File: src/rtl/nmi_arbiter_if.sv
`default_nettype none
// ============================================================================
//  Module      : nmi_arbiter_if
//  Description : Bundle of the event-source, CPU bus and ZX-Uno register
//                signals around the NMI arbiter. "master" is the system side
//                (event sources, CPU, register decoder); "slave" is the
//                arbiter itself.
//  Revision    : 1.0 - initial release
// ============================================================================
interface nmi_arbiter_if #(
    parameter int NREQ = 4
);
    // ZX-Uno register port
    logic [7:0]      zxuno_addr;
    logic            zxuno_regrd;
    logic [7:0]      dout;
    logic            oe_n;

    // Event sources
    logic [NREQ-1:0] req;
    logic [NREQ-1:0] grant;

    // CPU bus observation and NMI / paging control
    logic [15:0]     a;
    logic            m1_n;
    logic            mreq_n;
    logic            rd_n;
    logic            nmiout_n;
    logic            page_configrom_active;

    modport master (
        output zxuno_addr,
        output zxuno_regrd,
        output req,
        output a,
        output m1_n,
        output mreq_n,
        output rd_n,
        input  dout,
        input  oe_n,
        input  nmiout_n,
        input  grant,
        input  page_configrom_active
    );

    modport slave (
        input  zxuno_addr,
        input  zxuno_regrd,
        input  req,
        input  a,
        input  m1_n,
        input  mreq_n,
        input  rd_n,
        output dout,
        output oe_n,
        output nmiout_n,
        output grant,
        output page_configrom_active
    );
endinterface
`default_nettype wire

File: src/rtl/nmi_arbiter.sv
`default_nettype none
// ============================================================================
//  Module      : nmi_arbiter
//  Description : Shares the Z80 NMI line between NREQ event sources. Each
//                rising edge on req[i] is latched as pending; one winner at a
//                time gets the NMI, the config ROM page, and is tracked from
//                the entry fetch at ENTRY_ADDR to the exit fetch at EXIT_ADDR.
//                The granted event is readable at ZX-Uno register REGADDR.
//                Optional macro NMIARB_ROUNDROBIN_EN selects round-robin
//                arbitration instead of fixed lowest-index priority.
//  Revision    : 1.0 - initial release
// ============================================================================
module nmi_arbiter #(
    parameter int          NREQ        = 4,
    parameter logic [7:0]  REGADDR     = 8'h08,
    parameter logic [15:0] ENTRY_ADDR  = 16'h0066,
    parameter logic [15:0] EXIT_ADDR   = 16'h006A,
    parameter logic [15:0] ACK_TIMEOUT = 16'd50000
) (
    input  logic         clk,
    input  logic         rst,
    nmi_arbiter_if.slave bus
);

    localparam int IDXW = (NREQ > 1) ? $clog2(NREQ) : 1;

    typedef enum logic [2:0] {
        S_IDLE       = 3'd0,
        S_ASSERT     = 3'd1,
        S_IN_HANDLER = 3'd2,
        S_EXITING    = 3'd3
    } state_t;

    state_t          r_state;
    logic [NREQ-1:0] r_req_d;
    logic [NREQ-1:0] r_pending;
    logic [NREQ-1:0] r_grant;
    logic            r_nmiout_n;
    logic            r_page;
    logic [15:0]     r_count;

    logic [NREQ-1:0] w_rise;
    logic [NREQ-1:0] w_winner_oh;
    logic [NREQ-1:0] w_clear;
    logic [IDXW-1:0] w_winner_idx;
    logic            w_any_pending;
    logic            w_ack;
    logic            w_exit_fetch;
    logic [7:0]      w_dout;

    // New events are rising edges only; req_d resets high so a level held
    // through reset is not mistaken for an event.
    assign w_rise        = bus.req & ~r_req_d;
    assign w_any_pending = |r_pending;

    // Acknowledge: the CPU's M1 fetch of the NMI vector.
    assign w_ack        = ~bus.mreq_n & ~bus.m1_n & (bus.a == ENTRY_ADDR);
    // Handler exit marker: opcode read at EXIT_ADDR.
    assign w_exit_fetch = ~bus.mreq_n & ~bus.m1_n & ~bus.rd_n & (bus.a == EXIT_ADDR);

`ifdef NMIARB_ROUNDROBIN_EN
    logic [IDXW-1:0] r_last_grant;

    // Round-robin pick: nearest pending index strictly after the last grant.
    // Scanned from farthest to nearest so the nearest match is written last;
    // the last-granted index itself is only reached after a full wrap.
    always_comb begin
        int idx;
        w_winner_idx = '0;
        idx          = 0;
        for (int k = NREQ; k >= 1; k--) begin
            idx = int'(r_last_grant) + k;
            if (idx >= NREQ) begin
                idx = idx - NREQ;
            end
            if (r_pending[idx]) begin
                w_winner_idx = IDXW'(idx);
            end
        end
    end
`else
    // Fixed-priority pick: lowest pending index wins.
    always_comb begin
        w_winner_idx = '0;
        for (int i = NREQ - 1; i >= 0; i--) begin
            if (r_pending[i]) begin
                w_winner_idx = IDXW'(i);
            end
        end
    end
`endif

    // One-hot form of the winner, empty when nothing is pending.
    always_comb begin
        w_winner_oh = '0;
        for (int i = 0; i < NREQ; i++) begin
            w_winner_oh[i] = w_any_pending && (w_winner_idx == IDXW'(i));
        end
    end

    // A request is consumed only in the cycle it is granted.
    assign w_clear = (r_state == S_IDLE) ? w_winner_oh : '0;

    // Pending latch: clear-on-grant first, then OR in new edges so an edge
    // coinciding with its own grant stays queued for a second service.
    always_ff @(posedge clk) begin
        if (rst) begin
            r_req_d   <= '1;
            r_pending <= '0;
        end else begin
            r_req_d   <= bus.req;
            r_pending <= (r_pending & ~w_clear) | w_rise;
        end
    end

    // Service FSM: grant, wait for vector fetch (with timeout), run handler,
    // release the page once the exit fetch's M1 cycle has ended.
    always_ff @(posedge clk) begin
        if (rst) begin
            r_state    <= S_IDLE;
            r_grant    <= '0;
            r_nmiout_n <= 1'b1;
            r_page     <= 1'b0;
            r_count    <= '0;
`ifdef NMIARB_ROUNDROBIN_EN
            r_last_grant <= IDXW'(NREQ - 1);
`endif
        end else begin
            case (r_state)
                S_IDLE: begin
                    if (w_any_pending) begin
                        r_grant    <= w_winner_oh;
                        r_nmiout_n <= 1'b0;
                        r_page     <= 1'b1;
                        r_count    <= '0;
                        r_state    <= S_ASSERT;
`ifdef NMIARB_ROUNDROBIN_EN
                        r_last_grant <= w_winner_idx;
`endif
                    end
                end

                S_ASSERT: begin
                    if (w_ack) begin
                        r_nmiout_n <= 1'b1;
                        r_state    <= S_IN_HANDLER;
                    end else if (r_count == ACK_TIMEOUT - 16'd1) begin
                        // CPU never took the NMI: drop the event entirely.
                        r_nmiout_n <= 1'b1;
                        r_page     <= 1'b0;
                        r_grant    <= '0;
                        r_state    <= S_IDLE;
                    end else begin
                        r_count <= r_count + 16'd1;
                    end
                end

                S_IN_HANDLER: begin
                    if (w_exit_fetch) begin
                        r_state <= S_EXITING;
                    end
                end

                S_EXITING: begin
                    // Keep the ROM paged until the exit opcode fetch completes.
                    if (bus.m1_n) begin
                        r_page  <= 1'b0;
                        r_grant <= '0;
                        r_state <= S_IDLE;
                    end
                end

                default: begin
                    r_state    <= S_IDLE;
                    r_grant    <= '0;
                    r_nmiout_n <= 1'b1;
                    r_page     <= 1'b0;
                    r_count    <= '0;
                end
            endcase
        end
    end

    // Event register: grant one-hot, zero-extended to the 8-bit data bus.
    always_comb begin
        w_dout             = '0;
        w_dout[NREQ-1:0]   = r_grant;
    end

    assign bus.dout                  = w_dout;
    assign bus.oe_n                  = ~((bus.zxuno_addr == REGADDR) & bus.zxuno_regrd);
    assign bus.nmiout_n              = r_nmiout_n;
    assign bus.grant                 = r_grant;
    assign bus.page_configrom_active = r_page;

endmodule
`default_nettype wire

File: src/flat_wrapper.sv
// flat-port wrapper written by rule: the top's interface ports become plain ports
module nmi_arbiter_flat 
#(
    parameter int          NREQ        = 4,
    parameter logic [7:0]  REGADDR     = 8'h08,
    parameter logic [15:0] ENTRY_ADDR  = 16'h0066,
    parameter logic [15:0] EXIT_ADDR   = 16'h006A,
    parameter logic [15:0] ACK_TIMEOUT = 16'd50000
)
  (clk, rst, bus_zxuno_addr, bus_zxuno_regrd, bus_req, bus_a, bus_m1_n, bus_mreq_n, bus_rd_n, bus_dout, bus_oe_n, bus_nmiout_n, bus_grant, bus_page_configrom_active);
  nmi_arbiter_if #(.NREQ(NREQ)) bus_i ();
  input  logic clk;
  input  logic rst;
  input wire logic [$bits(bus_i.zxuno_addr)-1:0] bus_zxuno_addr;
  input wire logic [$bits(bus_i.zxuno_regrd)-1:0] bus_zxuno_regrd;
  input wire logic [$bits(bus_i.req)-1:0] bus_req;
  input wire logic [$bits(bus_i.a)-1:0] bus_a;
  input wire logic [$bits(bus_i.m1_n)-1:0] bus_m1_n;
  input wire logic [$bits(bus_i.mreq_n)-1:0] bus_mreq_n;
  input wire logic [$bits(bus_i.rd_n)-1:0] bus_rd_n;
  output wire logic [$bits(bus_i.dout)-1:0] bus_dout;
  output wire logic [$bits(bus_i.oe_n)-1:0] bus_oe_n;
  output wire logic [$bits(bus_i.nmiout_n)-1:0] bus_nmiout_n;
  output wire logic [$bits(bus_i.grant)-1:0] bus_grant;
  output wire logic [$bits(bus_i.page_configrom_active)-1:0] bus_page_configrom_active;
  assign bus_i.zxuno_addr = bus_zxuno_addr;
  assign bus_i.zxuno_regrd = bus_zxuno_regrd;
  assign bus_i.req = bus_req;
  assign bus_i.a = bus_a;
  assign bus_i.m1_n = bus_m1_n;
  assign bus_i.mreq_n = bus_mreq_n;
  assign bus_i.rd_n = bus_rd_n;
  assign bus_dout = bus_i.dout;
  assign bus_oe_n = bus_i.oe_n;
  assign bus_nmiout_n = bus_i.nmiout_n;
  assign bus_grant = bus_i.grant;
  assign bus_page_configrom_active = bus_i.page_configrom_active;
  nmi_arbiter #(.NREQ(NREQ), .REGADDR(REGADDR), .ENTRY_ADDR(ENTRY_ADDR), .EXIT_ADDR(EXIT_ADDR), .ACK_TIMEOUT(ACK_TIMEOUT)) u_core (.clk(clk), .rst(rst), .bus(bus_i));
endmodule
File: config.mk
export PLATFORM = sky130hd
export DESIGN_NAME = nmi_arbiter_flat
export DESIGN_NICKNAME = d
export VERILOG_FILES = /design/src/rtl/nmi_arbiter_if.sv /design/src/rtl/nmi_arbiter.sv /design/src/flat_wrapper.sv
export SDC_FILE = /design/constraint.sdc
export NUM_CORES = 1
export LEC_CHECK = 0
export ABC_AREA = 1
export CAP_MARGIN = 30
export CORE_UTILIZATION = 53
export DETAILED_ROUTE_END_ITERATION = 6
export GPL_ROUTABILITY_DRIVEN = 0
export GPL_TIMING_DRIVEN = 0
export HOLD_SLACK_MARGIN = 0.06
export PLACE_DENSITY = 0.86
export SLEW_MARGIN = 15
export SYNTH_ARGS = -nofsm -noshare
export SYNTH_HDL_FRONTEND = slang
export SYNTH_SLANG_ARGS = --single-unit
export TNS_END_PERCENT = 30
File: constraint.sdc
create_clock -name clk -period 3.56 [get_ports clk]
set_input_delay 0.712 -clock clk [delete_from_list [all_inputs] [get_ports clk]]
set_output_delay 0.712 -clock clk [all_outputs]
set_load 0.01 [all_outputs]
## Word-level counts from Yosys, hierarchy flattened

Cells that the tools add are included.

- $add $sub $neg: 1
- Mux-type cells: 29
- Reductions and logical operators: 12
- Bitwise gates (word level): 16
- Eq/ne operators: 17

Operators by type and width:

| kind | count |
|---|---|
| $mux W16 | 3 |
| $pmux W16 S3 | 1 |
| $eq A16 B7 Y1 const B | 2 |
| $mux W4 | 5 |
| $add A16 B1 Y16 const B | 1 |
| $eq A16 B16 Y1 const B | 1 |
| $pmux W4 S4 | 1 |
| $mux W3 | 5 |
| $pmux W3 S4 | 1 |
| $and A4 B4 Y4 | 2 |
| $eq A8 B4 Y1 const B | 1 |
| $mux W2 | 4 |
| $not A4 Y4 | 2 |
| $reduce_and A4 Y1 | 2 |
| $mux W1 | 7 |
| $eq A3 B2 Y1 const B | 2 |
| $ne A2 B1 Y1 const B | 3 |
| $ne A2 B2 Y1 const B | 3 |
| $not A1 Y1 | 6 |
| $and A1 B1 Y1 | 5 |
| $reduce_and A5 Y1 | 1 |
| $eq A2 B2 Y1 const B | 2 |
| $logic_and A1 B1 Y1 | 4 |
| $or A4 B4 Y4 | 1 |
| 10 further kinds | 10 |

- Output and inout bits: 15
- Flip-flop bits (word level): 33
- Input bits: 34
- Word-level logic and storage cells: 82

## Logic depth before layout (Yosys ltp)

Gate-level depths: netlist (run 1).

- Depth after elaboration: 10
- Depth in mapped cells: 11

## Worst setup path before layout (run 1)

OpenSTA, ideal clock, no wires.

- Kind: input -> output
- Start: input port bus_zxuno_addr[1]
- End: output port bus_oe_n
- Path buffers: 0
- Data arrival time: 1.113 ns
- Path slack: 1.735 ns
- Cell stages on the path: 2
- Data required time: 2.848 ns
- Cells stage by stage: nor4_1 -> nand3_1

- Cells in the longest elaborated chain, start to end: 3

RTL lines:

| element | RTL line | RTL |
|---|---|---|
| from (decl) | flat_wrapper.sv:14 | `input wire logic [$bits(bus_i.zxuno_addr)-1:0] bus_zxuno_addr;` |
| $eq A8 B4 Y1 | nmi_arbiter.sv:191 | `assign bus.oe_n = ~((bus.zxuno_addr == REGADDR) & bus.zxuno_regrd);` |
| $and A1 B1 Y1 | nmi_arbiter.sv:191 |  |
| $not A1 Y1 | nmi_arbiter.sv:191 |  |
| to (decl) | flat_wrapper.sv:22 | `output wire logic [$bits(bus_i.oe_n)-1:0] bus_oe_n;` |

No other way between the ends.

## Final worst setup path (run 1)

Ends and elaborated chain as after synthesis.

==> results_dict.tcl, run 1 <==
set metrics [dict create \
    cp-start-kind "primary input" \
    final_area_um2 2480 \
    relSlewSlack 0.646 \
    arrival_ns 2.04 \
    die_w_um 62.2 \
    drt_first_pass_iters 4 \
    n_antenna_cell 0 \
    critPathCaptureType "output port" \
    p_leak_nw 1.02 \
    vias 2018 \
    skew_ns 0.00587 \
    grt_max_degree 12 \
    cts_setup_buffers 0 \
    met2_usage 0.456 \
    final_common_cell "nand2_1" \
    grt_pass1_vias 1897 \
    wl_um 4420 \
    power.density_nw_per_um2 503 \
    setup_viol 0 \
    final_util 0.726 \
    whs_ns 0.482 \
    p_seq_frac 0.356 \
    core_region_area_um2 3420 \
    die-area_um2 3870 \
    yosysSeqAreaShare 0.333 \
    worstMarginPinSlew_ns 0.532 \
    crit_fanout 1 \
    drive_above_1_share 0.119 \
    drtIter0Drc 73 \
    pin_count 49 \
    yosysWarningCount 0 \
    area_delta_synth_final_pct 28.9 \
    most-common-layout-cells "nand2_1, nor2_1, clkdlybuf4s50_1, dfxtp_1, inv_1" \
    fin_crit_ns 2.75 \
    cts_tree "yes" \
    slew_violations 0 \
    hpwlAfterDp_um 3410 \
    clk_pin_slew_worst_paths_ns 0.11 \
    netlist_instances 300 \
    max_cap_violations 0 \
    instances_no_fill 400 \
    setup_slack_ns 0.813 \
    ys_ff_latch 32 \
    critPathKind "in -> out" \
    synth_cell_types 29 \
    fin_crit_sh 0.772 \
    fin_setup_tns_ns 0 \
    wl_per_cell_um 11.1 \
    swShare 0.409 \
    antenna_found_initial 0 \
    synth.avg_cell_area_um2 6.41 \
    numCtsBuffers 5 \
    finalPower_mw 1.25 \
    max_freq_mhz 364 \
    synth_area_leaders "dfxtp_1, nand2_1, nor2_1, nand3_1, inv_1" \
    nNetsFinal 388 \
    ctsResizeCount 0 \
    grt_overflow_total 0 \
    power_frac_clock 0.166 \
    p_int_mw 0.737 \
    met1_usage 0.255 \
    crit_path_cell_trace "clkdlybuf4s50_1, nor4_1, nand3_1, clkdlybuf4s50_1" \
    vdd_ir_drop_max_v 0.000419 \
    synth_top_cell_by_area "dfxtp_1" \
    syn_area_um2 1920 \
    hold_violations 0 \
    rsz0062_at_grt "no" \
    via_per_inst 5.05 \
    grt.total_usage 0.248 \
    fillers 273 \
    start_util 0.563 \
    io_buffer_count 43 \
    cts_buffer_depth 2 \
    place_area_um2 2420 \
    clockRootBuffer "clkbuf_4" \
    p_sw_mw 0.511 \
    row_count 21 \
    cpPeakStageDelay_ns 0.49 \
    synth_top_cell_area_share 0.333 \
    crit_required_ns 2.85 \
    cts_hold_buf 0 \
    drcViolationCount 0 \
    dp_cells 392 \
    outcome "finished clean" \
    top_usage_layer "met2" \
    worst_path_most_repeated_cell "clkdlybuf4s50_1" \
    cts.sinks 32 \
    gr-usage-met3 0.0680 \
    final_antenna_net_count 0 \
    hp-class "reg -> reg" \
    grt_pass1_wl_um 7730 \
    slowest_stage "clkdlybuf4s50_1" \
    combPwrFrac 0.478 \
    die_h_um 62.2 \
    clk_latency_ns 0.34 \
    pre_cts_slack_ns 0.797 \
    htreeDepth 2 \
]
final timing paths:
kind,slack [ns],cells past startpoint,start,to
worst max-delay path,0.81,4,bus_zxuno_addr[1],bus_oe_n
worst min register to register,0.48,2,u_core.r_count[14]$_SDFFE_PP0P_,u_core.r_count[14]$_SDFFE_PP0P_
worst max register to register,1.80,10,u_core.r_count[0]$_SDFFE_PP0P_,u_core.bus.nmiout_n$_SDFFE_PP1P_
worst min-delay path,0.48,2,u_core.r_count[14]$_SDFFE_PP0P_,u_core.r_count[14]$_SDFFE_PP0P_
cells by family after synthesis:
group | Yosys count | share of synthesized area
AO/OA/AOI/OAI | 27 | 0.0774
XOR/XNOR | 7 | 0.0319
adder cells (fa/ha/maj) | 1 | 0.00651
buffers and inverters | 46 | 0.115
flip-flops | 32 | 0.333
other | 1 | 0.00195
AND/OR/NAND/NOR | 186 | 0.434
final cells by class:
cell class / count / area [µm²] / area share
multi-input combinational: 225 / 1070 / 0.433
sequential: 32 / 641 / 0.258
timing repair buffer: 43 / 430 / 0.174
inverter: 31 / 118 / 0.0475
buffer: 15 / 104 / 0.0419
tap: 46 / 57.6 / 0.0232
clock buffer: 5 / 37.5 / 0.0151
clock inverter: 3 / 18.8 / 0.00757
synthesized netlist by cell type (all sizes together):
master and instances:
nor3b 3, nand2 89, nor4 2, a21oi 18, clkinv 1, nand3 23, xor2 7, nand3b 2
nor2 54, clkbuf 3, dfxtp 32, o21bai 4, conb 1, nand4 5, ha 1, nor3 5
or2 3, o21ai 5, inv 30, buf 12
per-layer routing:
layer | wire length [µm] | vias to the layer above
li1 | - | 1043
met1 | 1820 | 900
met2 | 2180 | 63
met3 | 301 | 12
met4 | 124 | 0
met5 | 0 | -
power by group through the flow:
stage / clock network [mW] / registers [mW] / logic [mW]
2_1_floorplan: 0 / 0.455 / 0.400
3_3_place_gp: 0 / 0.451 / 0.583
3_5_place_dp: 0 / 0.452 / 0.594
4_1_cts: 0.213 / 0.444 / 0.597
5_1_grt: 0.230 / 0.449 / 0.667
6_report: 0.208 / 0.444 / 0.596
registers in the layout, summed over array words and instances (netlist names):
signal / count
u_core.r_state: 2
u_core.r_pending: 4
u_core.bus.grant: 4
u_core.bus.nmiout_n: 1
u_core.r_count: 16
u_core.r_req_d: 4
u_core.bus.page_configrom_active: 1
critical path, delay by kind of cell:
| kind | cells | cell delay [ns] |
|---|---|---|
| buffers and inverters | 2 | 0.89 |
| and+or+nand+nor | 2 | 0.43 |
(Power assumes the default switching activity.)
==> run 2, diff against run 1 <==
--- a/config.mk
+++ b/config.mk
@@ -7,12 +7,12 @@
 export LEC_CHECK = 0
 export ABC_AREA = 1
 export CAP_MARGIN = 30
-export CORE_UTILIZATION = 53
+export CORE_UTILIZATION = 44
 export DETAILED_ROUTE_END_ITERATION = 6
 export GPL_ROUTABILITY_DRIVEN = 0
 export GPL_TIMING_DRIVEN = 0
 export HOLD_SLACK_MARGIN = 0.06
-export PLACE_DENSITY = 0.86
+export PLACE_DENSITY = 0.76
 export SLEW_MARGIN = 15
 export SYNTH_ARGS = -nofsm -noshare
 export SYNTH_HDL_FRONTEND = slang
==> constraint.sdc (replaced) <==
create_clock -name clk -period 2.4 [get_ports clk]
set_input_delay 0.48 -clock clk [delete_from_list [all_inputs] [get_ports clk]]
set_output_delay 0.48 -clock clk [all_outputs]
set_load 0.01 [all_outputs]
==> results_dict.tcl, run 2 (synthesized netlist as in run 1, its figures left out) <==
set metrics [dict create \
    r2r_setup_slack_ns 0.70 \
    htreeDepth 2 \
    antenna_found_initial 0 \
    skew_ns 0.00433 \
    grt_max_degree 13 \
    arrival_ns 1.77 \
    most-common-layout-cells "nand2_1, nor2_1, clkdlybuf4s50_1, dfxtp_1, inv_1" \
    cp_top_family "buffers and inverters" \
    nNetsFinal 388 \
    fillers 402 \
    hpwlAfterDp_um 3330 \
    critPathKind "in -> out" \
    critPathBufInv 2 \
    hp-class "reg -> reg" \
    met2_usage 0.375 \
    grt_pass1_vias 1758 \
    n_antenna_cell 0 \
    gr-usage-met3 0.0550 \
    cp-start-kind "primary input" \
    grt_pass1_wl_um 7270 \
    power.density_nw_per_um2 815 \
    hold_violations 0 \
    final_antenna_net_count 0 \
    top_usage_layer "met2" \
    crit_fanout 1 \
    slew_violations 0 \
    min_to "u_core.r_count[14]$_SDFFE_PP0P_" \
    cts_tree "yes" \
    whs_ns 0.489 \
    wl_per_cell_um 10.8 \
    fin_setup_tns_ns 0 \
    max_cap_violations 0 \
    min_path_cells 2 \
    clockRootBuffer "clkbuf_8" \
    cts_setup_buffers 0 \
    outcome "finished clean" \
    vdd_ir_drop_max_v 0.000769 \
    worst_r2r_path_depth 10 \
    ctsResizeCount 0 \
    start_util 0.471 \
    slowest_stage "clkdlybuf4s50_1" \
    critPathCaptureType "output port" \
    clk_pin_slew_worst_paths_ns 0.07 \
    die_h_um 68.1 \
    max_freq_mhz 444 \
    drcViolationCount 0 \
    via_per_inst 4.82 \
    cts_hold_buf 0 \
    crit_path_cell_trace "clkdlybuf4s50_1, nor4_1, nand3_1, clkdlybuf4s50_1" \
    cpPeakStageDelay_ns 0.48 \
    p_sw_mw 0.779 \
    core_region_area_um2 4090 \
    p_leak_nw 1.04 \
    pin_count 49 \
    worst_path_most_repeated_cell "clkdlybuf4s50_1" \
    cts_buffer_depth 2 \
    grt_overflow_total 0 \
    finalPower_mw 2.07 \
    rsz0062_at_grt "no" \
    crit_required_ns 1.92 \
    combPwrFrac 0.423 \
    grt.total_usage 0.209 \
    cts.sinks 32 \
    area_delta_synth_final_pct 32.2 \
    numCtsBuffers 5 \
    fin_crit_ns 2.25 \
    die_w_um 68.1 \
    drtIter0Drc 114 \
    row_count 23 \
    final_common_cell "nand2_1" \
    power_frac_clock 0.257 \
    swShare 0.376 \
    io_buffer_count 43 \
    wl_um 4370 \
    min-delay-start "u_core.r_count[14]$_SDFFE_PP0P_" \
    p_int_mw 1.29 \
    largest_reg_flops 16 \
    setup_viol 0 \
    r2r-end "u_core.bus.nmiout_n$_SDFFE_PP1P_" \
    clk_latency_ns 0.29 \
    top_register "u_core.r_count" \
    p_seq_frac 0.320 \
    fin_crit_sh 0.938 \
    r2r-start "u_core.r_count[0]$_SDFFE_PP0P_" \
    drive_above_1_share 0.119 \
    met1_usage 0.241 \
    die-area_um2 4640 \
    drt_first_pass_iters 4 \
    vias 1947 \
]
==> run 2: changes by cell type in the layout (fill, tap and decap cells not counted) <==
cell / before / now
clkbuf_8: 0 / 5
clkinv_4: 1 / 0
clkinvlp_4: 0 / 1
inv_6: 0 / 1
clkbuf_4: 5 / 0
bufinv_16: 0 / 1
clkinv_2: 3 / 1
==> run 2: worst max path at each step <==
stage	cells after the start	endpoint	slack (ns)	start
4_1_cts	4	bus_oe_n	0.13	bus_zxuno_addr[1]
6_report	4	bus_oe_n	0.15	bus_zxuno_addr[1]
2_1_floorplan	10	u_core.bus.nmiout_n$_SDFFE_PP1P_	0.91	u_core.r_count[0]$_SDFFE_PP0P_
3_3_place_gp	4	bus_oe_n	0.16	bus_zxuno_addr[1]
3_5_place_dp	4	bus_oe_n	0.12	bus_zxuno_addr[1]
5_1_grt	4	bus_oe_n	0.02	bus_zxuno_addr[1]
==> run 2: per-layer routing <==
layer / up-vias / share of wire / wire length (µm)
li1: 1039 / - / -
met1: 851 / 0.43 / 1890
met2: 51 / 0.50 / 2170
met3: 6 / 0.062 / 273
met4: 0 / 0.0098 / 43
met5: - / 0 / 0
==> run 2: worst reg2reg max path: stages, from the launching register on <==
cell     delay, ns
dfxtp_1       0.41
ha_1          0.22
nand3_1       0.16
nor2_1        0.18
nand2_1       0.08
nand2_2       0.10
inv_2         0.05
nand2_2       0.10
inv_2         0.07
o21ai_0       0.14
nand3_1       0.07
==> run 2: final cells by class <==
class | count | area [µm²] | area share
multi-input combinational | 225 | 1070 | 0.422
sequential | 32 | 641 | 0.252
inverter | 31 | 118 | 0.0463
buffer | 15 | 104 | 0.0408
clock buffer | 5 | 68.8 | 0.0271
clock inverter | 3 | 46.3 | 0.0182
tap | 50 | 62.6 | 0.0246
timing repair buffer | 43 | 430 | 0.169
==> run 2: power by group through the flow <==
| stage | clock, mW | sequential [mW] | combinational, mW |
|---|---|---|---|
| floorplan | 0 | 0.674 | 0.593 |
| global placement | 0 | 0.673 | 0.865 |
| detailed placement | 0 | 0.674 | 0.877 |
| CTS | 0.543 | 0.663 | 0.884 |
| global route | 0.568 | 0.671 | 0.971 |
| finish | 0.532 | 0.663 | 0.877 |
==> run 2: stage by stage <==
step	instances	setup WS, ns	cell area, µm²	util
after floorplan	303	0.912	1930	-
after global placement	396	0.161	2430	0.594
after detailed placement	396	0.124	2430	0.594
after CTS	404	0.126	2540	0.622
after global routing	404	0.0207	2540	0.622
final	404	0.150	2540	0.622
==> run 3, diff against run 2 <==
--- a/config.mk
+++ b/config.mk
@@ -6,7 +6,7 @@
 export NUM_CORES = 1
 export LEC_CHECK = 0
 export ABC_AREA = 1
-export CAP_MARGIN = 30
+export CORE_MARGIN = 2
 export CORE_UTILIZATION = 44
 export DETAILED_ROUTE_END_ITERATION = 6
 export GPL_ROUTABILITY_DRIVEN = 0
==> results_dict.tcl, run 3 (synthesized netlist as in run 1, its figures left out) <==
set metrics [dict create \
    finalPower_mw 1.96 \
    largest_reg_flops 16 \
    place_area_um2 2430 \
    cp_top_family "buffers and inverters" \
    hold_violations 0 \
    area_delta_synth_final_pct 30.9 \
    drcViolationCount 0 \
    skew_ns 0.00182 \
    rsz0062_at_grt "no" \
    n_antenna_cell 0 \
    die_w_um 70.1 \
    ctsResizeCount 0 \
    grt_max_degree 12 \
    power.density_nw_per_um2 777 \
    slew_violations 0 \
    cts_tree "yes" \
    grt_pass1_wl_um 7640 \
    instances_no_fill 406 \
    cp-start-kind "primary input" \
    met2_usage 0.320 \
    grt_pass1_vias 1803 \
    max_cap_violations 0 \
    r2r-start "u_core.r_count[0]$_SDFFE_PP0P_" \
    hp-class "reg -> reg" \
    min-delay-start "u_core.r_count[14]$_SDFFE_PP0P_" \
    most-common-layout-cells "nand2_1, nor2_1, clkdlybuf4s50_1, dfxtp_1, inv_1" \
    cts_setup_buffers 0 \
    dp_cells 398 \
    fin_crit_ns 2.22 \
    grt_overflow_total 0 \
    row_count 24 \
    wl_per_cell_um 10.6 \
    via_per_inst 4.76 \
    setup_viol 0 \
    arrival_ns 1.74 \
    drive_above_1_share 0.119 \
    gr-usage-met3 0.0664 \
    worst_r2r_path_depth 10 \
    pin_count 49 \
    final_antenna_net_count 0 \
    io_buffer_count 43 \
    critPathKind "in -> out" \
    final_util 0.586 \
    fin_setup_tns_ns 0 \
    critPathCaptureType "output port" \
    cts_hold_buf 0 \
    core_region_area_um2 4290 \
    met1_usage 0.229 \
    min_path_cells 2 \
    critPathBufInv 2 \
    crit_required_ns 1.92 \
    nNetsFinal 388 \
    clockRootBuffer "clkbuf_8" \
    htreeDepth 2 \
    cpPeakStageDelay_ns 0.48 \
    drtIter0Drc 169 \
    grt.total_usage 0.192 \
    cts.sinks 32 \
    r2r_setup_slack_ns 0.67 \
    r2r-end "u_core.bus.nmiout_n$_SDFFE_PP1P_" \
    start_util 0.448 \
    fin_crit_sh 0.925 \
    top_usage_layer "met2" \
    p_leak_nw 1.04 \
    clk_pin_slew_worst_paths_ns 0.07 \
    final_area_um2 2520 \
    antenna_found_initial 0 \
    crit_fanout 1 \
    drt_first_pass_iters 4 \
    clk_latency_ns 0.29 \
    vdd_ir_drop_max_v 0.000533 \
    cts_buffer_depth 2 \
    top_register "u_core.r_count" \
    min_to "u_core.r_count[14]$_SDFFE_PP0P_" \
    slowest_stage "clkdlybuf4s50_1" \
    max_freq_mhz 450 \
    die-area_um2 4920 \
    worst_path_most_repeated_cell "clkdlybuf4s50_1" \
    final_common_cell "nand2_1" \
    crit_path_cell_trace "clkdlybuf4s50_1, nor4_1, nand3_1, clkdlybuf4s50_1" \
    outcome "finished clean" \
    hpwlAfterDp_um 3310 \
    vias 1934 \
    die_h_um 70.1 \
    wl_um 4300 \
    numCtsBuffers 5 \
]
run 3: cell types whose count changed in the layout (fill, tap and decap cells not counted):
cell and change:
bufinv_16 -1, clkinv_2 +2, clkinv_4 +1, clkinvlp_4 -1, inv_6 -1
run 3: worst max path at each step:
stage / cells after the start / end / from
after global routing: 4 / bus_oe_n / bus_zxuno_addr[0]
after global placement: 4 / bus_oe_n / bus_zxuno_addr[1]
after floorplan: 10 / u_core.bus.nmiout_n$_SDFFE_PP1P_ / u_core.r_count[0]$_SDFFE_PP0P_
after detailed placement: 4 / bus_oe_n / bus_zxuno_addr[1]
final: 4 / bus_oe_n / bus_zxuno_addr[1]
after CTS: 4 / bus_oe_n / bus_zxuno_addr[1]
run 3: final cells by class:
| cell class | count | area (µm²) |
|---|---|---|
| inverter | 31 | 118 |
| multi-input combinational | 225 | 1070 |
| sequential | 32 | 641 |
| tap | 52 | 65.1 |
| buffer | 15 | 104 |
| clock inverter | 3 | 18.8 |
| fill | 422 | 1780 |
| clock buffer | 5 | 68.8 |
| timing repair buffer | 43 | 430 |
run 3: routing by layer:
layer | wire (µm) | share of wire | up-vias
met3 | 287 | 0.067 | 8
met5 | 0 | 0 | -
met2 | 2090 | 0.49 | 50
li1 | - | - | 1039
met4 | 76 | 0.018 | 0
met1 | 1850 | 0.43 | 837
run 3: stage by stage:
step           setup slack [ns]  hold WS [ns]
3_5_place_dp              0.170         0.470
2_1_floorplan             0.912         0.452
3_3_place_gp              0.183         0.466
4_1_cts                   0.163         0.481
6_report                  0.179         0.481
5_1_grt                  0.0852         0.510
run 3: worst reg2reg max path: cells and delay by family, from the launching register on:
kind,cells,cell delay [ns]
AOI/OAI and AO/OA,1,0.14
buffers and inverters,2,0.12
adders and majority gates,1,0.21
and+or+nand+nor,6,0.74
DFF,1,0.41
run 3: power by group:
| group | internal [mW] | total, mW | switching (mW) |
|---|---|---|---|
| Combinational | 0.385 | 0.875 | 0.490 |
| Clock | 0.202 | 0.420 | 0.218 |
| Sequential | 0.597 | 0.662 | 0.0653 |
